## src/rtl/ir_nec_pkg.sv

```systemverilog
`default_nettype none
// ============================================================================
// Package  : ir_nec_pkg
// Purpose  : FSM state encoding and NEC pulse-width windows (microseconds).
// Revision : 1.0
// ============================================================================
package ir_nec_pkg;

    typedef enum logic [2:0] {
        S_IDLE      = 3'd0,
        S_LEAD_LOW  = 3'd1,
        S_LEAD_HIGH = 3'd2,
        S_BIT_LOW   = 3'd3,
        S_BIT_HIGH  = 3'd4,
        S_STOP      = 3'd5
    } state_t;

    localparam int          c_us_w          = 14;
    localparam logic [13:0] c_us_sat        = 14'd16383;

    localparam logic [13:0] c_lead_low_min  = 14'd8000;
    localparam logic [13:0] c_lead_low_max  = 14'd10000;
    localparam logic [13:0] c_lead_frm_min  = 14'd4000;
    localparam logic [13:0] c_lead_frm_max  = 14'd5000;
    localparam logic [13:0] c_lead_rep_min  = 14'd2000;
    localparam logic [13:0] c_lead_rep_max  = 14'd2500;
    localparam logic [13:0] c_bit_low_min   = 14'd300;
    localparam logic [13:0] c_bit_low_max   = 14'd800;
    localparam logic [13:0] c_bit0_min      = 14'd300;
    localparam logic [13:0] c_bit0_max      = 14'd800;
    localparam logic [13:0] c_bit1_min      = 14'd1300;
    localparam logic [13:0] c_bit1_max      = 14'd1900;
    localparam logic [13:0] c_stop_max      = 14'd1000;

    // Longest width each state may legally see before it is considered stuck.
    function automatic logic [13:0] state_max(input state_t s);
        case (s)
            S_LEAD_LOW:  return c_lead_low_max;
            S_LEAD_HIGH: return c_lead_frm_max;
            S_BIT_LOW:   return c_bit_low_max;
            S_BIT_HIGH:  return c_bit1_max;
            S_STOP:      return c_stop_max;
            default:     return c_us_sat;
        endcase
    endfunction

    function automatic logic in_window(input logic [13:0] v,
                                       input logic [13:0] lo,
                                       input logic [13:0] hi);
        return (v >= lo) && (v <= hi);
    endfunction

endpackage
`default_nettype wire

```

## src/rtl/ir_nec_receiver_us_tick.sv

```systemverilog
`default_nettype none
// ============================================================================
// Module   : us_tick
// Purpose  : Free-running prescaler producing a one-cycle strobe every 1 us.
// Revision : 1.0
// ============================================================================
module us_tick
    import ir_nec_pkg::*;
#(
    parameter int CLK_PER_US = 50
) (
    input  logic i_clk,
    input  logic i_rst,
    output logic o_us_tick
);

    localparam int              c_w    = (CLK_PER_US > 1) ? $clog2(CLK_PER_US) : 1;
    localparam logic [c_w-1:0]  c_last = c_w'(CLK_PER_US - 1);

    logic [c_w-1:0] r_cnt;

    always_ff @(posedge i_clk) begin
        if (i_rst) begin
            r_cnt <= '0;
        end else if (r_cnt == c_last) begin
            r_cnt <= '0;
        end else begin
            r_cnt <= r_cnt + 1'b1;
        end
    end

    assign o_us_tick = (r_cnt == c_last);

endmodule
`default_nettype wire

```

## src/rtl/ir_nec_receiver.sv

```systemverilog
`default_nettype none
// ============================================================================
// Module   : ir_nec_receiver
// Purpose  : NEC infrared decoder: 32-bit frames and repeat codes, 1 us timing.
// Revision : 1.0
// ============================================================================
module ir_nec_receiver
    import ir_nec_pkg::*;
#(
    parameter int CLK_PER_US = 50,
    parameter int CHECK_INV  = 1
) (
    input  logic        i_clk,
    input  logic        i_rst,
    input  logic        i_red,
    output logic [31:0] o_data,
    output logic        o_intr,
    output logic        o_repeat,
    output logic        o_err
);

    logic        r_sync1, r_sync2, r_red_d;
    logic        w_fall, w_rise, w_edge;
    logic        w_us_tick;
    logic [13:0] r_us_cnt, w_width;
    state_t      r_state, w_state_next;
    logic [30:0] r_sr;
    logic [4:0]  r_bit_cnt;
    logic [31:0] w_frame;
    logic [31:0] r_data;
    logic        r_intr, r_repeat, r_err;
    logic        w_lead_low_ok, w_lead_frm, w_lead_rep, w_bit_low_ok;
    logic        w_bit0, w_bit1, w_bit_ok, w_last_bit, w_csum_ok, w_timeout;
    logic        w_sr_clr, w_shift, w_intr, w_repeat, w_err;

    // Idle-high reset values keep reset from looking like a burst start.
    always_ff @(posedge i_clk) begin
        if (i_rst) begin
            r_sync1 <= 1'b1;
            r_sync2 <= 1'b1;
            r_red_d <= 1'b1;
        end else begin
            r_sync1 <= i_red;
            r_sync2 <= r_sync1;
            r_red_d <= r_sync2;
        end
    end

    assign w_fall = r_red_d & ~r_sync2;
    assign w_rise = ~r_red_d & r_sync2;
    assign w_edge = w_fall | w_rise;

    us_tick #(.CLK_PER_US(CLK_PER_US)) u_us_tick (
        .i_clk     (i_clk),
        .i_rst     (i_rst),
        .o_us_tick (w_us_tick)
    );

    // Width includes the tick of the current cycle so a pulse of N us reads N.
    assign w_width = (r_us_cnt == c_us_sat) ? c_us_sat : r_us_cnt + {13'd0, w_us_tick};

    always_ff @(posedge i_clk) begin
        if (i_rst || w_edge) begin
            r_us_cnt <= '0;
        end else begin
            r_us_cnt <= w_width;
        end
    end

    assign w_lead_low_ok = in_window(w_width, c_lead_low_min, c_lead_low_max);
    assign w_lead_frm    = in_window(w_width, c_lead_frm_min, c_lead_frm_max);
    assign w_lead_rep    = in_window(w_width, c_lead_rep_min, c_lead_rep_max);
    assign w_bit_low_ok  = in_window(w_width, c_bit_low_min,  c_bit_low_max);
    assign w_bit0        = in_window(w_width, c_bit0_min,     c_bit0_max);
    assign w_bit1        = in_window(w_width, c_bit1_min,     c_bit1_max);
    assign w_bit_ok      = w_bit0 | w_bit1;
    assign w_last_bit    = (r_bit_cnt == 5'd31);
    assign w_timeout     = (w_width > state_max(r_state));

    // Only 31 bits are stored; the 32nd arrives with the final fall.
    assign w_frame   = {r_sr, w_bit1};
    assign w_csum_ok = (CHECK_INV == 0) ||
                       ((w_frame[31:24] == ~w_frame[23:16]) &&
                        (w_frame[15:8]  == ~w_frame[7:0]));

    always_ff @(posedge i_clk) begin
        if (i_rst) begin
            r_state <= S_IDLE;
        end else begin
            r_state <= w_state_next;
        end
    end

    always_comb begin
        w_state_next = r_state;
        case (r_state)
            S_IDLE: begin
                if (w_fall) w_state_next = S_LEAD_LOW;
            end
            S_LEAD_LOW: begin
                if (w_rise)         w_state_next = w_lead_low_ok ? S_LEAD_HIGH : S_IDLE;
                else if (w_timeout) w_state_next = S_IDLE;
            end
            S_LEAD_HIGH: begin
                if (w_fall) begin
                    if (w_lead_frm)      w_state_next = S_BIT_LOW;
                    else if (w_lead_rep) w_state_next = S_STOP;
                    else                 w_state_next = S_IDLE;
                end else if (w_timeout) begin
                    w_state_next = S_IDLE;
                end
            end
            S_BIT_LOW: begin
                if (w_rise)         w_state_next = w_bit_low_ok ? S_BIT_HIGH : S_IDLE;
                else if (w_timeout) w_state_next = S_IDLE;
            end
            S_BIT_HIGH: begin
                if (w_fall) begin
                    if (!w_bit_ok)       w_state_next = S_IDLE;
                    else if (w_last_bit) w_state_next = S_STOP;
                    else                 w_state_next = S_BIT_LOW;
                end else if (w_timeout) begin
                    w_state_next = S_IDLE;
                end
            end
            S_STOP: begin
                if (w_rise || w_timeout) w_state_next = S_IDLE;
            end
            default: w_state_next = S_IDLE;
        endcase
    end

    always_comb begin
        w_sr_clr = 1'b0;
        w_shift  = 1'b0;
        w_intr   = 1'b0;
        w_repeat = 1'b0;
        w_err    = 1'b0;
        case (r_state)
            S_LEAD_LOW: begin
                w_err = w_timeout && !w_rise;
            end
            S_LEAD_HIGH: begin
                if (w_fall) begin
                    w_sr_clr = w_lead_frm;
                    w_repeat = !w_lead_frm && w_lead_rep;
                    w_err    = !w_lead_frm && !w_lead_rep;
                end else begin
                    w_err = w_timeout;
                end
            end
            S_BIT_LOW: begin
                w_err = w_rise ? !w_bit_low_ok : w_timeout;
            end
            S_BIT_HIGH: begin
                if (w_fall) begin
                    w_shift = w_bit_ok;
                    w_intr  = w_bit_ok && w_last_bit && w_csum_ok;
                    w_err   = !w_bit_ok || (w_last_bit && !w_csum_ok);
                end else begin
                    w_err = w_timeout;
                end
            end
            default: ;
        endcase
    end

    always_ff @(posedge i_clk) begin
        if (i_rst) begin
            r_sr      <= '0;
            r_bit_cnt <= '0;
            r_data    <= '0;
            r_intr    <= 1'b0;
            r_repeat  <= 1'b0;
            r_err     <= 1'b0;
        end else begin
            if (w_sr_clr) begin
                r_sr      <= '0;
                r_bit_cnt <= '0;
            end else if (w_shift) begin
                r_sr      <= w_frame[30:0];
                r_bit_cnt <= r_bit_cnt + 5'd1;
            end
            if (w_intr) r_data <= w_frame;
            r_intr   <= w_intr;
            r_repeat <= w_repeat;
            r_err    <= w_err;
        end
    end

    assign o_data   = r_data;
    assign o_intr   = r_intr;
    assign o_repeat = r_repeat;
    assign o_err    = r_err;

endmodule
`default_nettype wire

```

## config.mk

```make
export PLATFORM = sky130hd
export DESIGN_NAME = ir_nec_receiver
export DESIGN_NICKNAME = d
export VERILOG_FILES = /design/src/rtl/ir_nec_pkg.sv /design/src/rtl/ir_nec_receiver_us_tick.sv /design/src/rtl/ir_nec_receiver.sv
export SDC_FILE = /design/constraint.sdc
export NUM_CORES = 1
export LEC_CHECK = 0
export ABC_CLOCK_PERIOD_IN_PS = 7900
export BUFFER_PORTS_ARGS = -buffer_cell sky130_fd_sc_hd__buf_2
export CAP_MARGIN = 40
export CELL_PAD_IN_SITES_DETAIL_PLACEMENT = 1
export CELL_PAD_IN_SITES_GLOBAL_PLACEMENT = 2
export CORE_MARGIN = 2
export CORE_UTILIZATION = 35
export CTS_BUF_LIST = sky130_fd_sc_hd__clkbuf_2
export DETAILED_ROUTE_END_ITERATION = 10
export MAX_ROUTING_LAYER = met4
export PLACE_DENSITY_LB_ADDON = 0.3
export SYNTH_ARGS = -nofsm -noshare
export SYNTH_HDL_FRONTEND = slang
export SYNTH_SLANG_ARGS = --single-unit
```

## constraint.sdc

```tcl
create_clock -name i_clk -period 7.9 [get_ports i_clk]
set_clock_uncertainty 0.1 [all_clocks]
set_input_delay 2.37 -clock i_clk [delete_from_list [all_inputs] [get_ports i_clk]]
set_output_delay 2.37 -clock i_clk [all_outputs]
set_load 0.005 [all_outputs]
```

==> results of run 1 <==
## through the flow
step	cells	area, um2	util, %
5_1_grt	779	5530	38.3
4_1_cts	779	5530	38.3
3_3_place_gp	762	5370	37.2
3_5_place_dp	763	5400	37.4
6_report	779	5530	38.3
2_1_floorplan	568	5110	-
## power by group through the flow
| stage | combinational [mW] | clock (mW) | sequential [mW] |
|---|---|---|---|
| finish | 0.0249 | 0.271 | 0.498 |
| global route | 0.0287 | 0.305 | 0.500 |
| CTS | 0.0256 | 0.282 | 0.499 |
| detailed placement | 0.0255 | 0 | 0.507 |
| global placement | 0.0248 | 0 | 0.506 |
| floorplan | 0.0189 | 0 | 0.505 |
## placed cells by master (no fill, tap or decap), drive strengths merged, types with 4 or more instances in the layout
| cell type | instances |
|---|---|
| a211oi | 5 |
| a21o | 7 |
| a21oi | 27 |
| a31oi | 4 |
| and2 | 4 |
| and3 | 7 |
| and4 | 6 |
| buf | 40 |
| clkbuf | 9 |
| dfxtp | 97 |
| ha | 21 |
| inv | 18 |
| mux2i | 66 |
| nand2 | 21 |
| nand2b | 8 |
| nand3 | 18 |
| nand4 | 14 |
| nor2 | 113 |
| nor2b | 4 |
| nor3 | 10 |
| nor4 | 6 |
| o21ai | 18 |
| or2 | 5 |
| xnor2 | 7 |
| xor2 | 26 |
## final cells by class
class | count | area [um2]
clock buffer | 9 | 45.0
clock inverter | 7 | 83.8
sequential | 97 | 1940
inverter | 14 | 52.6
fill | 1691 | 8900
multi-input combinational | 428 | 2950
timing repair buffer | 40 | 228
tap | 184 | 230
## state kept, by name, indices dropped and copies added (netlist names)
signal and count:
o_data 32, r_sr 31, r_us_cnt 14, u_us_tick.r_cnt 6, r_bit_cnt 5, r_state 3, o_err 1, o_intr 1
o_repeat 1, r_red_d 1, r_sync1 1, r_sync2 1
## cell usage after synthesis, drive strengths merged (4+ instances only)
cell type  instances
a211oi             5
nand3             18
buf               14
nor3              10
nor4               6
or2                5
inv               14
clkbuf            15
and4               6
xnor2              7
a21o               7
xor2              26
nand2b             8
o21ai             18
a31oi              4
nor2b              4
and3               7
dfxtp             97
ha                21
nor2             113
a21oi             27
and2               4
nand4             14
nand2             21
mux2i             66
## cells by family (layout without fill, tap and decap cells)
group,count (synthesis),in the layout,synth area share (%)
mux,66,66,12.9
flops,97,97,38.0
compound gates,84,84,11.5
buf+inv,43,70,4.65
simple gates,224,224,21.7
xor+xnor,33,33,6.09
fa+ha+maj,21,21,5.14
## final timing paths
check,from,to,slack [ns],cells after the start
worst max-delay path,u_us_tick.r_cnt[0],o_err,3.25,20
worst min-delay path,r_sync1,r_sync2,0.36,1
worst max register to register,u_us_tick.r_cnt[0],o_err,3.25,20
worst min register to register,r_sync1,r_sync2,0.36,1
## metal layers
layer | track usage, % | up-vias
li1 | - | 2036
met1 | 21.5 | 1958
met2 | 28.5 | 59
met3 | 3.01 | 12
met4 | 6.08 | 0
met5 | - | -
==> results by group, run 1 <==
Yosys
  • Yosys top cell area share: 38.0%
  • Register area share after synthesis: 38.0%
  • Syn avg cell area: 9.00 um2
  • Yosys warning total: 0
  • EDFF count, synth: 0
  • Synthesized instance count: 568
  • Synth cell types: 71
  • Yosys reg bits: 97
  • Synth Net Count: 592
  • Post-synthesis cell area: 0.00511 mm2
  • Largest cells by area after synthesis: dfxtp_1 38%, mux2i_1 13%, nor2_1 8.1%
  • FFs w/ async S/R, synth: 0%
  • Main synth FF type: dfxtp_1
  • Leading area contributor after synthesis: dfxtp_1

GRT
  • Largest net degree at the start of global routing: 47
  • Total grt overflow: 0
  • GRT Util Overall: 17.3%
  • First-pass GRT wire length: 21,500 um
  • Vias in the first global route: 4,146
  • Initial antenna violation count: 0

Drt
  • DR vias: 4,065
  • Wire length on met2: 6390 um
  • Drt total wl: 12,900 um
  • WL met1: 6020 um
  • Highest routed layer: met4
  • Vias/cell: 5.22
  • Met3 wire length: 339 um
  • Routed len/inst: 16.6 um
  • Residual DRC count: 0
  • Drt first-iter violations: 154
  • Post-DRT Antenna Nets: 0
  • DRT Pass-1 Iters: 4

Die
  • Core ar.: 0.0144 mm2
  • Die height: 125 um
  • Chip width: 125 um
  • Initial Utilization: 35.5%
  • Num ports: 38
  • Core Rows: 44
  • Die area: 0.0156 mm2

Critical path
  • Cell family with most CP delay: simple AND/OR/NAND/NOR gates
  • Max incr delay on CP: 0.57 ns
  • CP Data Required Time: 8.37 ns
  • WP data arrival: 5.12 ns
  • Worst Setup Start Kind: flop
  • Setup crit end kind: flop
  • Critical path class: flop to flop
  • WP buf/inv: 1
  • CP cell instances: ha_1, nand4b_1, nor2_1, ha_1, ha_1, nand4_1, nor3_1, xor2_1, nor2_1, inv_1, ha_1, nand4_1, nor2_1, o21ai_0, a21oi_1, o21ai_0, a32o_1, or3_1, o221ai_1, a22o_1
  • Slowest CP cell: xor2_1
  • CP max FO: 9
  • Cell mode on critical path: ha_1

STA
  • Final Hold Fails: 0
  • Max Slew Vio Count: 0
  • Setup_tns: 0 ns
  • Max Freq: 215 MHz
  • Crit share post-route: 58.9%
  • RSZ-0062 raised after global routing: false
  • Final WS setup: 3.25 ns
  • WHS: 0.355 ns
  • Minimum clock period after layout: 4.65 ns
  • Final setup fails: 0
  • Rel. slew slack: 40.1%
  • Actual slew at the worst max-slew pin: 0.890 ns

Finish
  • Layout Nets: 614
  • Share of post-route cells with drive strength above 1: 13.9%
  • Area growth syn-to-layout: 8.10%
  • Diode count: 0

Run
  • Max_cap viols: 0

CTS
  • Setup Fix Bufs, Post-CTS: 0
  • Clock input transition at the sequential cells of the worst setup and hold paths: 0.28 ns
  • CTS resizes: 0
  • Max clock buf depth: 2
  • Clk_lat worst skew: 0.61 ns
  • CTS sink count: 97
  • Number of CTS-inserted buffers: 9
  • Max H-tree Level: 3
  • Hold Buf Count CTS: 0
  • CTS tree: built
  • CTS Root Cell: clkbuf_2

Worst hold path
  • Hold Path Class: flop to flop

Pwr
  • PwrDens: 144 mW/mm2
  • Clk pwr share: 34.1%
  • Total design power: 0.794 mW
  • LEAKAGE: 2.25 nW
  • Internal: 0.584 mW
  • Sequential share of power: 62.8%
  • Net Sw Frac: 26.5%
  • Max rail drop VDD: 85.0 uV
  • Logic pwr share: 3.1%
  • Switching power: 0.210 mW

Place
  • Detailed placement HPWL: 9520 um
  • Port Buffers: 37
  • Dpl ws: 3.31 ns
  • Placer Congestion: 0.876

Status
  • Status: finished clean
Note: power is estimated with default switching activity, not from simulation.
==> inputs of run 2 (changes only) <==
Settings changed: ABC_AREA from default to 1, ABC_CLOCK_PERIOD_IN_PS 7900 to 3920, CORE_UTILIZATION 35 to 33.
Clock period 7.9 ns to 3.92 ns, I/O delays scaled along.
==> run 2 against run 1 <==
Maximum frequency up 31%. Area after synthesis rose by 3.7%. Register-to-register slack got worse by 2.9 ns. Critical path type unchanged. Largest power group unchanged.
==> results by group, run 2 <==
Yosys
  • Synthesized instance count: 727 (was 568)
  • EDFF count, synth: 0 (unchanged)
  • Syn avg cell area: 7.29 um2 (was 9.00 um2)
  • Synth top cells by count: 127 x nand2_1, 97 x dfxtp_1, 91 x inv_1, 70 x nor2_1, 61 x nand3_1 (was 111 x nor2_1, 97 x dfxtp_1, 66 x mux2i_1, 27 x a21oi_1, 24 x xor2_1)
  • Yosys top cell area share: 36.6% (was 38.0%)
  • Yosys warning total: 0 (unchanged)
  • Leading area contributor after synthesis: dfxtp_1 (unchanged)
  • Synth Net Count: 751 (was 592)
  • Most frequent cell after synthesis: nand2_1 (was nor2_1)
  • Post-synthesis cell area: 0.00530 mm2 (was 0.00511 mm2)
  • Synth cell types: 40 (was 71)
  • Register area share after synthesis: 36.6% (was 38.0%)
  • Yosys reg bits: 97 (unchanged)
  • FFs w/ async S/R, synth: 0% (unchanged)
  • Largest cells by area after synthesis: dfxtp_1 37%, nand2_1 9.0%, inv_1 6.4% (was dfxtp_1 38%, mux2i_1 13%, nor2_1 8.1%)
  • Main synth FF type: dfxtp_1 (unchanged)

CTS
  • Max clock buf depth: 2 (unchanged)
  • CTS tree: built (unchanged)
  • Clk_lat worst skew: 0.62 ns (was 0.61 ns)
  • Number of CTS-inserted buffers: 9 (unchanged)
  • Hold Buf Count CTS: 0 (unchanged)
  • CTS Root Cell: clkbuf_2 (unchanged)
  • Clock input transition at the sequential cells of the worst setup and hold paths: 0.30 ns (was 0.28 ns)
  • CTS sink count: 97 (unchanged)
  • Max H-tree Level: 3 (unchanged)

Critical path
  • FF-to-FF setup slack: 0.38 ns (was 3.25 ns)
  • WP data arrival: 4.01 ns (was 5.12 ns)
  • Cell family with most CP delay: simple AND/OR/NAND/NOR gates (unchanged)
  • CP max FO: 31 (was 9)
  • Worst R2R End: o_data[25] (was o_err)
  • Setup crit end kind: flop (unchanged)
  • CP cell instances: ha_1, nand3_1, nor3_2, ha_2, ha_1, nand3_2, o21ai_1, nand2_1, nor2_2, nand2_2, clkinv_1, nand3_1, a21oi_2, nand2_2, nand2_2, nand2_4, nor3_4, nand2_2, buf_12, o21ai_2 (was ha_1, nand4b_1, nor2_1, ha_1, ha_1, nand4_1, nor3_1, xor2_1, nor2_1, inv_1, ha_1, nand4_1, nor2_1, o21ai_0, a21oi_1, o21ai_0, a32o_1, or3_1, o221ai_1, a22o_1)
  • Slowest CP cell: dfxtp_1 (was xor2_1)
  • Worst r2r src: u_us_tick.r_cnt[0] (unchanged)
  • Critical path class: flop to flop (unchanged)
  • Worst Setup Start Kind: flop (unchanged)
  • WP buf/inv: 2 (was 1)
  • Cell mode on critical path: nand2_2 (was ha_1)
  • CP Data Required Time: 4.38 ns (was 8.37 ns)
  • Max incr delay on CP: 0.43 ns (was 0.57 ns)
  • Worst R2R Path Depth: 20 (unchanged)

STA
  • WHS: 0.353 ns (was 0.355 ns)
  • Setup_tns: 0 ns (unchanged)
  • Actual slew at the worst max-slew pin: 0.475 ns (was 0.890 ns)
  • Rel. slew slack: 68.3% (was 40.1%)
  • RSZ-0062 raised after global routing: false (unchanged)
  • Max Slew Vio Count: 0 (unchanged)
  • Crit share post-route: 90.4% (was 58.9%)
  • Max Freq: 282 MHz (was 215 MHz)
  • Final WS setup: 0.378 ns (was 3.25 ns)
  • Final setup fails: 0 (unchanged)
  • Final Hold Fails: 0 (unchanged)
  • Minimum clock period after layout: 3.54 ns (was 4.65 ns)

Drt
  • Vias/cell: 4.90 (was 5.22)
  • Drt first-iter violations: 169 (was 154)
  • DRT Pass-1 Iters: 6 (was 4)
  • DR vias: 4,809 (was 4,065)
  • Post-DRT Antenna Nets: 0 (unchanged)
  • Routed len/inst: 15.4 um (was 16.6 um)
  • Residual DRC count: 0 (unchanged)
  • Drt total wl: 15,100 um (was 12,900 um)

GRT
  • Largest net degree at the start of global routing: 61 (was 47)
  • Total grt overflow: 0 (unchanged)
  • Vias in the first global route: 4,891 (was 4,146)
  • Met2 Use GR: 31.3% (was 28.5%)
  • GR Util met3: 3.09% (was 3.01%)
  • Top Usage Layer GRT: met2 (unchanged)
  • GRT Util Overall: 18.8% (was 17.3%)
  • First-pass GRT wire length: 24,300 um (was 21,500 um)
  • Met1 usage: 23.7% (was 21.5%)
  • Initial antenna violation count: 1 (was 0)

Die
  • Core Rows: 46 (was 44)
  • Chip width: 131 um (was 125 um)
  • Die height: 131 um (was 125 um)
  • Initial Utilization: 33.6% (was 35.5%)
  • Die area: 0.0171 mm2 (was 0.0156 mm2)
  • Core ar.: 0.0158 mm2 (was 0.0144 mm2)
  • Num ports: 38 (unchanged)

Finish
  • Layout Nets: 784 (was 614)
  • Commonest non-fill, non-tap cell in the layout: nand2_1 (was nor2_1)
  • Share of post-route cells with drive strength above 1: 18.8% (was 13.9%)
  • Area growth syn-to-layout: 10.3% (was 8.10%)
  • Fin area: 0.00585 mm2 (was 0.00553 mm2)
  • Max reg flops: 32 (unchanged)
  • Commonest cells after routing, fill and taps aside: 126 x nand2_1, 97 x dfxtp_1, 91 x inv_1 (was 111 x nor2_1, 97 x dfxtp_1, 66 x mux2i_1)

Pwr
  • Total design power: 1.54 mW (was 0.794 mW)
  • PwrDens: 263 mW/mm2 (was 144 mW/mm2)
  • LEAKAGE: 2.64 nW (was 2.25 nW)
  • Max rail drop VDD: 142 uV (was 85.0 uV)

Status
  • Status: finished clean (unchanged)

Place
  • Detailed placement HPWL: 11,700 um (was 9520 um)
  • Placer Congestion: 0.840 (was 0.876)
  • Dpl ws: 0.106 ns (was 3.31 ns)
  • Dpl cell area: 0.00572 mm2 (was 0.00540 mm2)
  • Port Buffers: 37 (unchanged)

Worst hold path
  • Number of cells on the worst hold path: 1 (unchanged)
  • Worst Hold Launch: r_sync1 (unchanged)
  • Hold Path Class: flop to flop (unchanged)
  • Hold EP: r_sync2 (unchanged)

Run
  • Max_cap viols: 0 (unchanged)
==> run 2: per-stage QoR <==
stage,utilization [%],cells
after floorplan,-,727
after global placement,36.3,965
after detailed placement,36.3,965
after CTS,36.9,981
after global routing,37.1,982
final,37.1,982
==> run 2: routing by layer <==
metal	share of wire, %	vias to the layer above
li1	-	2435
met1	48	2310
met2	48	46
met3	2.1	18
met4	1.6	0
met5	0	-
==> run 2: cells by family (layout without fill, tap and decap cells) <==
family	after synthesis	count (layout)	synth area share (%)
and+or+nand+nor	336	336	30.9
AOI/OAI and AO/OA	132	132	14.9
buffers and inverters	122	160	9.49
DFF	97	97	36.6
adders and majority gates	21	21	4.96
xor gates and xnor gates	19	19	3.14
other	0	1	0
==> run 2: report_power, final <==
group | internal [mW] | leakage (nW) | switching [mW]
Combinational | 0.0140 | 1.79 | 0.0356
Clock | 0.0983 | 0.0679 | 0.391
Sequential | 0.995 | 0.782 | 0.00349
Total | 1.11 | 2.64 | 0.430
==> run 2: how the worst max path moves through the flow <==
stage | startpoint | to | slack, ns | cells past startpoint
3_5_place_dp | u_us_tick.r_cnt[0] | o_data[25] | 0.11 | 21
6_report | u_us_tick.r_cnt[0] | o_data[25] | 0.38 | 20
4_1_cts | u_us_tick.r_cnt[0] | o_data[25] | 0.08 | 21
2_1_floorplan | u_us_tick.r_cnt[0] | r_state[2] | 0.72 | 26
5_1_grt | u_us_tick.r_cnt[1] | r_state[0] | 0.002 | 26
3_3_place_gp | u_us_tick.r_cnt[0] | o_data[31] | 0.24 | 20
==> run 2: area by class of cell <==
class | count | area, um2
diodes | 1 | 2.50
clock buffers | 9 | 45.0
clock inverters | 7 | 61.3
fillers | 2022 | 9920
inverters | 100 | 378
multi-input cells | 508 | 2880
flip-flops and latches | 97 | 1940
well taps | 216 | 270
repair buffers | 44 | 275
==> run 2: timing repair <==
item                                    4_1_cts  5_1_grt
endpoints found under the setup margin        0       66
setup buffers                                 0        0
gates resized for setup                       0        7
==> run 2: worst reg2reg max path, stage by stage (launching register included) <==
cell      delay [ns]
dfxtp_1         0.43
ha_1            0.16
nand3_1         0.08
nor3_2          0.15
ha_2            0.24
ha_1            0.22
nand3_2         0.15
o21ai_1         0.23
nand2_1         0.10
nor2_2          0.18
nand2_2         0.10
clkinv_1        0.10
nand3_1         0.09
a21oi_2         0.17
nand2_2         0.10
nand2_2         0.12
nand2_4         0.11
nor3_4          0.25
nand2_2         0.10
buf_12          0.20
o21ai_2         0.15
